**src/rtl/conv_pkg.sv**
```systemverilog
// Shared conv/deconv package: FSM encodings, dimension and flat-index helpers.
// Used by conv_transpose2d and convt_tap_gen.
package conv_pkg;

   typedef enum logic [2:0] {
      IDLE     = 3'd0,
      INIT_OUT = 3'd1,
      SCAN_TAP = 3'd2,
      MAC      = 3'd3,
      STORE    = 3'd4,
      DONE     = 3'd5
   } state_e;

   typedef logic [31:0] idx_t;

   function automatic int out_dim_conv(int i, int k, int s, int p);
      return (i + 2*p - k) / s + 1;
   endfunction

   function automatic int out_dim_convt(int i, int k, int s, int p);
      return (i - 1)*s - 2*p + k;
   endfunction

   function automatic idx_t idx4(idx_t b, idx_t c, idx_t y, idx_t x,
                                 int cn, int hn, int wn);
      return idx_t'(((b*cn + c)*hn + y)*wn + x);
   endfunction

   function automatic int cw(int n);
      return (n > 1) ? $clog2(n) : 1;
   endfunction

endpackage

```
**src/rtl/convt_tap_gen.sv**
```systemverilog
// Gather-form tap generator: maps an output pixel and kernel tap to the
// contributing input pixel, its validity and flat operand offsets.
module convt_tap_gen
   import conv_pkg::*;
#(
   parameter int IN_CHANNELS  = 1,
   parameter int OUT_CHANNELS = 2,
   parameter int IN_HEIGHT    = 2,
   parameter int IN_WIDTH     = 2,
   parameter int KERNEL_SIZE  = 2,
   parameter int STRIDE       = 2,
   parameter int PADDING      = 0
) (
   input  idx_t b_i,
   input  idx_t ic_i,
   input  idx_t oc_i,
   input  idx_t oy_i,
   input  idx_t ox_i,
   input  idx_t ky_i,
   input  idx_t kx_i,
   output logic tap_ok_o,
   output idx_t in_off_o,
   output idx_t w_off_o
);

   logic signed [31:0] ny, nx;
   idx_t iy, ix;
   logic y_ok, x_ok;

   assign ny = signed'(oy_i) + PADDING - signed'(ky_i);
   assign nx = signed'(ox_i) + PADDING - signed'(kx_i);
   assign iy = idx_t'(ny / STRIDE);
   assign ix = idx_t'(nx / STRIDE);

   // Negative ny/nx make iy/ix meaningless; the sign test masks them.
   assign y_ok = (ny >= 0) && (ny % STRIDE == 0) && (iy < idx_t'(IN_HEIGHT));
   assign x_ok = (nx >= 0) && (nx % STRIDE == 0) && (ix < idx_t'(IN_WIDTH));
   assign tap_ok_o = y_ok && x_ok;

   assign in_off_o = tap_ok_o ?
      idx4(b_i, ic_i, iy, ix, IN_CHANNELS, IN_HEIGHT, IN_WIDTH) : '0;
   assign w_off_o = idx4(ic_i, oc_i, ky_i, kx_i,
                         OUT_CHANNELS, KERNEL_SIZE, KERNEL_SIZE);

endmodule

```
**src/rtl/conv_transpose2d.sv**
```systemverilog
// Output-stationary transposed 2-D convolution, one tap per two cycles.
// Define CONVT_RELU_EN to clamp negative results to zero on store.
module conv_transpose2d
   import conv_pkg::*;
#(
   parameter int BATCH_SIZE   = 1,
   parameter int IN_CHANNELS  = 1,
   parameter int OUT_CHANNELS = 2,
   parameter int IN_HEIGHT    = 2,
   parameter int IN_WIDTH     = 2,
   parameter int KERNEL_SIZE  = 2,
   parameter int STRIDE       = 2,
   parameter int PADDING      = 0,
   parameter int DATA_WIDTH   = 32
) (
   input  logic clk,
   input  logic rst_n,
   input  logic start,
   input  logic [BATCH_SIZE*IN_CHANNELS*IN_HEIGHT*IN_WIDTH*DATA_WIDTH-1:0]
                input_tensor_flat,
   input  logic [IN_CHANNELS*OUT_CHANNELS*KERNEL_SIZE*KERNEL_SIZE*DATA_WIDTH-1:0]
                weights_flat,
   input  logic [OUT_CHANNELS*DATA_WIDTH-1:0] bias_flat,
   output logic [BATCH_SIZE*OUT_CHANNELS
                 *out_dim_convt(IN_HEIGHT, KERNEL_SIZE, STRIDE, PADDING)
                 *out_dim_convt(IN_WIDTH, KERNEL_SIZE, STRIDE, PADDING)
                 *DATA_WIDTH-1:0] output_tensor_flat,
   output logic done,
   output logic valid
);

   localparam int OUT_HEIGHT =
      out_dim_convt(IN_HEIGHT, KERNEL_SIZE, STRIDE, PADDING);
   localparam int OUT_WIDTH =
      out_dim_convt(IN_WIDTH, KERNEL_SIZE, STRIDE, PADDING);
   localparam int OUT_SIZE = BATCH_SIZE*OUT_CHANNELS*OUT_HEIGHT*OUT_WIDTH;
   localparam int IN_SIZE  = BATCH_SIZE*IN_CHANNELS*IN_HEIGHT*IN_WIDTH;
   localparam int W_SIZE   = IN_CHANNELS*OUT_CHANNELS*KERNEL_SIZE*KERNEL_SIZE;
   localparam int IA = cw(IN_SIZE);
   localparam int WA = cw(W_SIZE);
   localparam int BA = cw(OUT_CHANNELS);
   localparam int OA = cw(OUT_SIZE);

   typedef logic [DATA_WIDTH-1:0] data_t;

   data_t in_arr [IN_SIZE];
   data_t w_arr  [W_SIZE];
   data_t b_arr  [OUT_CHANNELS];
   data_t out_q  [OUT_SIZE];
   data_t out_d  [OUT_SIZE];

   for (genvar g = 0; g < IN_SIZE; g++) begin : g_in
      assign in_arr[g] = input_tensor_flat[g*DATA_WIDTH +: DATA_WIDTH];
   end
   for (genvar g = 0; g < W_SIZE; g++) begin : g_w
      assign w_arr[g] = weights_flat[g*DATA_WIDTH +: DATA_WIDTH];
   end
   for (genvar g = 0; g < OUT_CHANNELS; g++) begin : g_b
      assign b_arr[g] = bias_flat[g*DATA_WIDTH +: DATA_WIDTH];
   end
   for (genvar g = 0; g < OUT_SIZE; g++) begin : g_o
      assign output_tensor_flat[g*DATA_WIDTH +: DATA_WIDTH] = out_q[g];
   end

   state_e state_q, state_d;
   idx_t   b_q, oc_q, oy_q, ox_q, ic_q, ky_q, kx_q;
   idx_t   b_d, oc_d, oy_d, ox_d, ic_d, ky_d, kx_d;
   data_t  acc_q, acc_d, in_val_q, in_val_d, w_val_q, w_val_d;
   logic   tap_ok_q, tap_ok_d, done_q, done_d, valid_q, valid_d;

   logic  tap_ok;
   idx_t  in_off, w_off, slot;
   data_t store_val;
   logic  last_tap, last_out;

   convt_tap_gen #(
      .IN_CHANNELS (IN_CHANNELS),
      .OUT_CHANNELS(OUT_CHANNELS),
      .IN_HEIGHT   (IN_HEIGHT),
      .IN_WIDTH    (IN_WIDTH),
      .KERNEL_SIZE (KERNEL_SIZE),
      .STRIDE      (STRIDE),
      .PADDING     (PADDING)
   ) u_tap (
      .b_i     (b_q),
      .ic_i    (ic_q),
      .oc_i    (oc_q),
      .oy_i    (oy_q),
      .ox_i    (ox_q),
      .ky_i    (ky_q),
      .kx_i    (kx_q),
      .tap_ok_o(tap_ok),
      .in_off_o(in_off),
      .w_off_o (w_off)
   );

   assign last_tap = (ic_q == idx_t'(IN_CHANNELS-1))
                  && (ky_q == idx_t'(KERNEL_SIZE-1))
                  && (kx_q == idx_t'(KERNEL_SIZE-1));
   assign last_out = (b_q  == idx_t'(BATCH_SIZE-1))
                  && (oc_q == idx_t'(OUT_CHANNELS-1))
                  && (oy_q == idx_t'(OUT_HEIGHT-1))
                  && (ox_q == idx_t'(OUT_WIDTH-1));
   assign slot = idx4(b_q, oc_q, oy_q, ox_q,
                      OUT_CHANNELS, OUT_HEIGHT, OUT_WIDTH);

`ifdef CONVT_RELU_EN
   assign store_val = acc_q[DATA_WIDTH-1] ? '0 : acc_q;
`else
   assign store_val = acc_q;
`endif

   always_ff @(posedge clk) begin
      if (!rst_n) state_q <= IDLE;
      else        state_q <= state_d;
   end

   always_comb begin
      state_d = state_q;
      unique case (state_q)
         IDLE:     if (start) state_d = INIT_OUT;
         INIT_OUT: state_d = SCAN_TAP;
         SCAN_TAP: state_d = MAC;
         MAC:      state_d = last_tap ? STORE : SCAN_TAP;
         STORE:    state_d = last_out ? DONE : INIT_OUT;
         DONE:     state_d = IDLE;
         default:  state_d = IDLE;
      endcase
   end

   always_comb begin
      b_d = b_q;  oc_d = oc_q; oy_d = oy_q; ox_d = ox_q;
      ic_d = ic_q; ky_d = ky_q; kx_d = kx_q;
      acc_d = acc_q; in_val_d = in_val_q; w_val_d = w_val_q;
      tap_ok_d = tap_ok_q; out_d = out_q;
      done_d = 1'b0; valid_d = valid_q;
      unique case (state_q)
         IDLE: if (start) begin
            b_d = '0; oc_d = '0; oy_d = '0; ox_d = '0;
            valid_d = 1'b0;
         end
         INIT_OUT: begin
            acc_d = b_arr[oc_q[BA-1:0]];
            ic_d = '0; ky_d = '0; kx_d = '0;
         end
         SCAN_TAP: begin
            in_val_d = in_arr[in_off[IA-1:0]];
            w_val_d  = w_arr[w_off[WA-1:0]];
            tap_ok_d = tap_ok;
         end
         MAC: begin
            acc_d = acc_q + (tap_ok_q ? data_t'(in_val_q * w_val_q) : '0);
            if (kx_q != idx_t'(KERNEL_SIZE-1)) kx_d = kx_q + 1;
            else begin
               kx_d = '0;
               if (ky_q != idx_t'(KERNEL_SIZE-1)) ky_d = ky_q + 1;
               else begin
                  ky_d = '0;
                  ic_d = ic_q + 1;
               end
            end
         end
         STORE: begin
            out_d[slot[OA-1:0]] = store_val;
            if (ox_q != idx_t'(OUT_WIDTH-1)) ox_d = ox_q + 1;
            else begin
               ox_d = '0;
               if (oy_q != idx_t'(OUT_HEIGHT-1)) oy_d = oy_q + 1;
               else begin
                  oy_d = '0;
                  if (oc_q != idx_t'(OUT_CHANNELS-1)) oc_d = oc_q + 1;
                  else begin
                     oc_d = '0;
                     b_d  = b_q + 1;
                  end
               end
            end
         end
         DONE: begin
            done_d  = 1'b1;
            valid_d = 1'b1;
         end
         default: ;
      endcase
   end

   always_ff @(posedge clk) begin
      if (!rst_n) begin
         b_q <= '0; oc_q <= '0; oy_q <= '0; ox_q <= '0;
         ic_q <= '0; ky_q <= '0; kx_q <= '0;
         acc_q <= '0; in_val_q <= '0; w_val_q <= '0; tap_ok_q <= 1'b0;
         done_q <= 1'b0; valid_q <= 1'b0;
         for (int i = 0; i < OUT_SIZE; i++) out_q[i] <= '0;
      end else begin
         b_q <= b_d; oc_q <= oc_d; oy_q <= oy_d; ox_q <= ox_d;
         ic_q <= ic_d; ky_q <= ky_d; kx_q <= kx_d;
         acc_q <= acc_d; in_val_q <= in_val_d; w_val_q <= w_val_d;
         tap_ok_q <= tap_ok_d;
         done_q <= done_d; valid_q <= valid_d;
         out_q <= out_d;
      end
   end

   assign done  = done_q;
   assign valid = valid_q;

endmodule

```
**config.mk**
```make
export PLATFORM = sky130hd
export DESIGN_NAME = conv_transpose2d
export DESIGN_NICKNAME = d
export VERILOG_FILES = /design/src/rtl/conv_pkg.sv /design/src/rtl/convt_tap_gen.sv /design/src/rtl/conv_transpose2d.sv
export SDC_FILE = /design/constraint.sdc
export NUM_CORES = 2
export LEC_CHECK = 0
export ABC_AREA = 0
export CAP_MARGIN = 20
export CORE_AREA = 2 2 580 582
export DETAILED_ROUTE_END_ITERATION = 8
export DIE_AREA = 0 0 582 584
export HOLD_SLACK_MARGIN = 0.15
export SLEW_MARGIN = 20
export SYNTH_ARGS = -nofsm -noshare
export SYNTH_HDL_FRONTEND = slang
export SYNTH_SLANG_ARGS = --single-unit
export TNS_END_PERCENT = 10
```
**constraint.sdc**
```tcl
create_clock -name clk -period 11.4 [get_ports clk]
set_input_delay 1.71 -clock clk [delete_from_list [all_inputs] [get_ports clk]]
set_output_delay 1.71 -clock clk [all_outputs]
set_load 0.05 [all_outputs]
```
==> qor.tcl <==
set qor(run_status) {completed}
set qor(syn-cell-area_um2) 76200
set qor(setup_repair_after_global_routing_missed_its_margin) {no}
set qor(netSwitchingFraction) 0.298
set qor(areaGrowthSynthToFinish_pct) 32.7
set qor(reg2reg_depth) 31
set qor(final_nets) 11700
set qor(drc) 0
set qor(via_count_of_the_first_global_routing_pass) 69400
set qor(area_of_the_die_um2) 340000
set qor(multiInputGateArea_um2) 44800
set qor(hp-start) {output_tensor_flat[903]}
set qor(worst-path-max-fanout) 23
set qor(timing.critical_path.depth) 31
set qor(insertion_delay_ns) 0.92
set qor(htree_levels) 4
set qor(max-cap-violations) 0
set qor(timing.critical_path.from_type) {flop}
set qor(setup_viol_count_final) 0
set qor(ys_types) 99
set qor(synthArstFlopShare) 0
set qor(clock-root-buffer) {clkbuf_16}
set qor(post_layout_min_period_ns) 10.09
set qor(drt_pass1_iterations) 6
set qor(power_switching_w) 0.00362
set qor(totalNegativeSetupSlack_ns) 0
set qor(drive_gt1_frac) 0.0663
set qor(hold_path.class) {flop to flop}
set qor(clk_transition_reported_paths_ns) 0.06
set qor(gpl.final_weighted_congestion) 0.971
set qor(final.setup_skew_ns) 0.110
set qor(clock_sink_count) 1350
set qor(cts_hold_buf) 0
set qor(count_of_flip_flops_with_a_built_in_enable_after_synthesis) 0
set qor(number_of_nets_produced_by_synthesis) 10600
set qor(static-leakage-power_nw) 36.0
set qor(worst_ir_drop_vdd_v) 0.000118
set qor(vias) 73300
set qor(synth_top_cells_by_count) {2598 x nand2_1, 1350 x dfxtp_1, 1199 x a21oi_1, 630 x clkbuf_1, 574 x inv_1}
set qor(reg2reg_slack_ns) 1.31
set qor(timing.critical_path.arrival_ns) 10.77
set qor(wl_per_cell_um) 26.5
set qor(initial_utilization) 0.229
set qor(gr-usage-all-layers) 0.228
set qor(post_cts_buffers) 0
set qor(share_comb_of_total_power) 0.144
set qor(worstSetupEndpoint) {acc_q[31]}
set qor(synth.area.top_cells) {dfxtp_1 35%, nand2_1 13%, fa_1 11%}
set qor(placeableCoreArea_um2) 333000
set qor(die_height_um) 584
set qor(critical_path_class) {flop to flop}
set qor(grt_start_max_net_pins) 204
set qor(io_buffers) 1476
set qor(total_half_perimeter_wirelength_after_legalization_and_detailed_placement_um) 296000
set qor(bufs_and_invs_on_worst_path) 5
set qor(cts_tree) {yes}
set qor(clkPwrFrac) 0.450
set qor(crit_top_cell) {fa_1}
set qor(cellInternalPower_w) 0.00853
set qor(worstReg2RegEnd) {acc_q[31]}
set qor(synth_sequential_area_ratio) 0.355
set qor(dieWidth_um) 582
set qor(ys_ff_latch) 1350
set qor(max_freq_mhz) 99.1
set qor(hold_violations) 0
set qor(reg2reg_from) {w_val_q[2]}
set qor(maximum_buffer_depth_of_the_clock_tree) 4
set qor(final-max-slew-violation-count) 0
set qor(wl_um) 402000
set qor(first_pass_grt_wire_length_um) 552000
set qor(floorplan.rows) 212
set qor(number_of_gates_resized_after_cts) 0
set qor(antenna_left) 0
set qor(slew_headroom) 0.227
set qor(period_share) 0.886
set qor(yosysWarnings) 0
set qor(placed_cells_incl_taps) 14900
set qor(seq_power_share) 0.406
set qor(critical-path-top-delay-family) {adder cells}
set qor(syn_inst) 9539
set qor(cts_made_buffers) 166
set qor(timing_worst_slew_pin_value_ns) 1.16
set qor(number_of_antenna_violations_at_the_first_check_in_global_routing) 99
set qor(max_stage_delay_ns) 0.95
set qor(worst_setup_path_startpoint) {w_val_q[2]}
set qor(synthesis.area_per_instance_um2) 7.99
set qor(worst_setup_path_end_kind) {flop}
set qor(n_fill_cell) 35100
set qor(yosysMostFrequentCell) {nand2_1}
set qor(seqCellArea_um2) 27200
set qor(grt-ovfl-total) 0
set qor(biggest_area_consumer_among_synthesized_cells) {dfxtp_1}
set qor(slowest_stage) {dfxtp_1}
set qor(power_density_nw_per_um2) 120
set qor(layoutNonFillerInstCount) 15200
set qor(drt_iter0_markers) 6825
set qor(cp_data_required_time_ns) 12.08
set qor(ioPinCount) 1477
set qor(synth.top_cell.area_share) 0.355
set qor(main_flop_type_after_synthesis) {dfxtp_1}
set qor(route.detailed.vias_per_inst) 4.82
## through the flow
stage          utilization  power, W  cell area (µm²)  hold WS, ns  setup WS (ns)
2_1_floorplan            -   0.00586            76200        0.457           2.76
3_3_place_gp         0.287   0.00677            95500        0.440           1.53
3_5_place_dp         0.287   0.00676            95500        0.445           1.47
4_1_cts              0.303    0.0123           101000        0.453           1.35
5_1_grt              0.304    0.0126           101000        0.465          0.590
6_report             0.304    0.0122           101000        0.451           1.31
## kinds of logic (layout without fill, tap and decap cells)
kind of cell | after synthesis | after routing | share of synthesized area
buf+inv | 1258 | 2495 | 0.0632
mux | 164 | 164 | 0.0322
other cells | 0 | 32 | 0
xor+xnor | 320 | 320 | 0.0368
flops | 1350 | 1350 | 0.355
compound gates | 1787 | 1787 | 0.135
fa+ha+maj | 649 | 649 | 0.147
simple gates | 4011 | 4011 | 0.231
## worst min path at each step
stage,to,cells after the start
after detailed placement,output_tensor_flat[260],2
after floorplan,ky_q[27],2
after global routing,output_tensor_flat[459],2
after global placement,output_tensor_flat[938],2
final,output_tensor_flat[903],2
after CTS,output_tensor_flat[260],2
## sequential cells by signal, indices dropped and copies added, names as in the netlist, 32 cells and up
signal,count
output_tensor_flat,1024
acc_q,32
b_q,32
ic_q,32
in_val_q,32
kx_q,32
ky_q,32
oc_q,32
ox_q,32
oy_q,32
w_val_q,32
## area by class of cell
type | count | area share
Clock buffer | 234 | 0.0468
Inverter | 575 | 0.0214
Timing Repair Buffer | 1625 | 0.158
Sequential cell | 1350 | 0.268
Clock inverter | 61 | 0.00767
Tap cell | 4387 | 0.0543
Multi-Input combinational cell | 6931 | 0.443
Antenna cell | 32 | 0.000792
## metal layers
metal / vias up / track usage / part of all wire
met2: 3486 / 0.359 / 0.44
met4: 24 / 0.115 / 0.057
met3: 660 / 0.0600 / 0.092
met5: - / 0 / 0.00040
met1: 35600 / 0.287 / 0.41
li1: 33500 / - / -
## worst min-delay path: stages (launching register included)
cell     delay, ns
dfxtp_1       0.30
nand2_1       0.05
a21oi_1       0.05
## power by group through the flow
stage / Combinational (W) / Clock (W) / Sequential [W]
final: 0.00175 / 0.00547 / 0.00493
after global routing: 0.00189 / 0.00574 / 0.00493
after CTS: 0.00174 / 0.00558 / 0.00493
after detailed placement: 0.00173 / 0 / 0.00503
after global placement: 0.00173 / 0 / 0.00503
after floorplan: 0.000984 / 0 / 0.00487
## layout by cell type (no fill, tap or decap), types with 24 or more instances in the layout
cell type	synthesis	final
o211ai_2	30	30
or3_1	49	49
nand2_1	2598	2572
a21o_1	42	42
nand2_2	0	24
xor2_1	145	144
a211oi_1	82	71
mux4_2	64	64
and2_1	322	322
nor2b_1	32	31
diode_2	0	32
dfxtp_1	1350	1315
clkbuf_16	0	167
buf_4	3	143
a31oi_1	37	37
inv_1	574	573
nand4_1	81	81
dfxtp_4	0	34
nand3_1	113	113
xnor2_1	175	174
a21oi_1	1199	1199
nor2_1	444	410
fa_1	412	412
clkdlybuf4s50_1	0	1475
mux2i_1	90	90
nand3_2	30	30
clkbuf_8	0	30
nor4_1	64	64
nor2_4	0	26
a22oi_1	38	38
clkinv_2	0	27
ha_1	237	235
clkbuf_1	630	37
nor3_1	101	96
o21ai_0	158	155
and3_1	52	52
No activity file was read; power rests on OpenSTA's default activity.
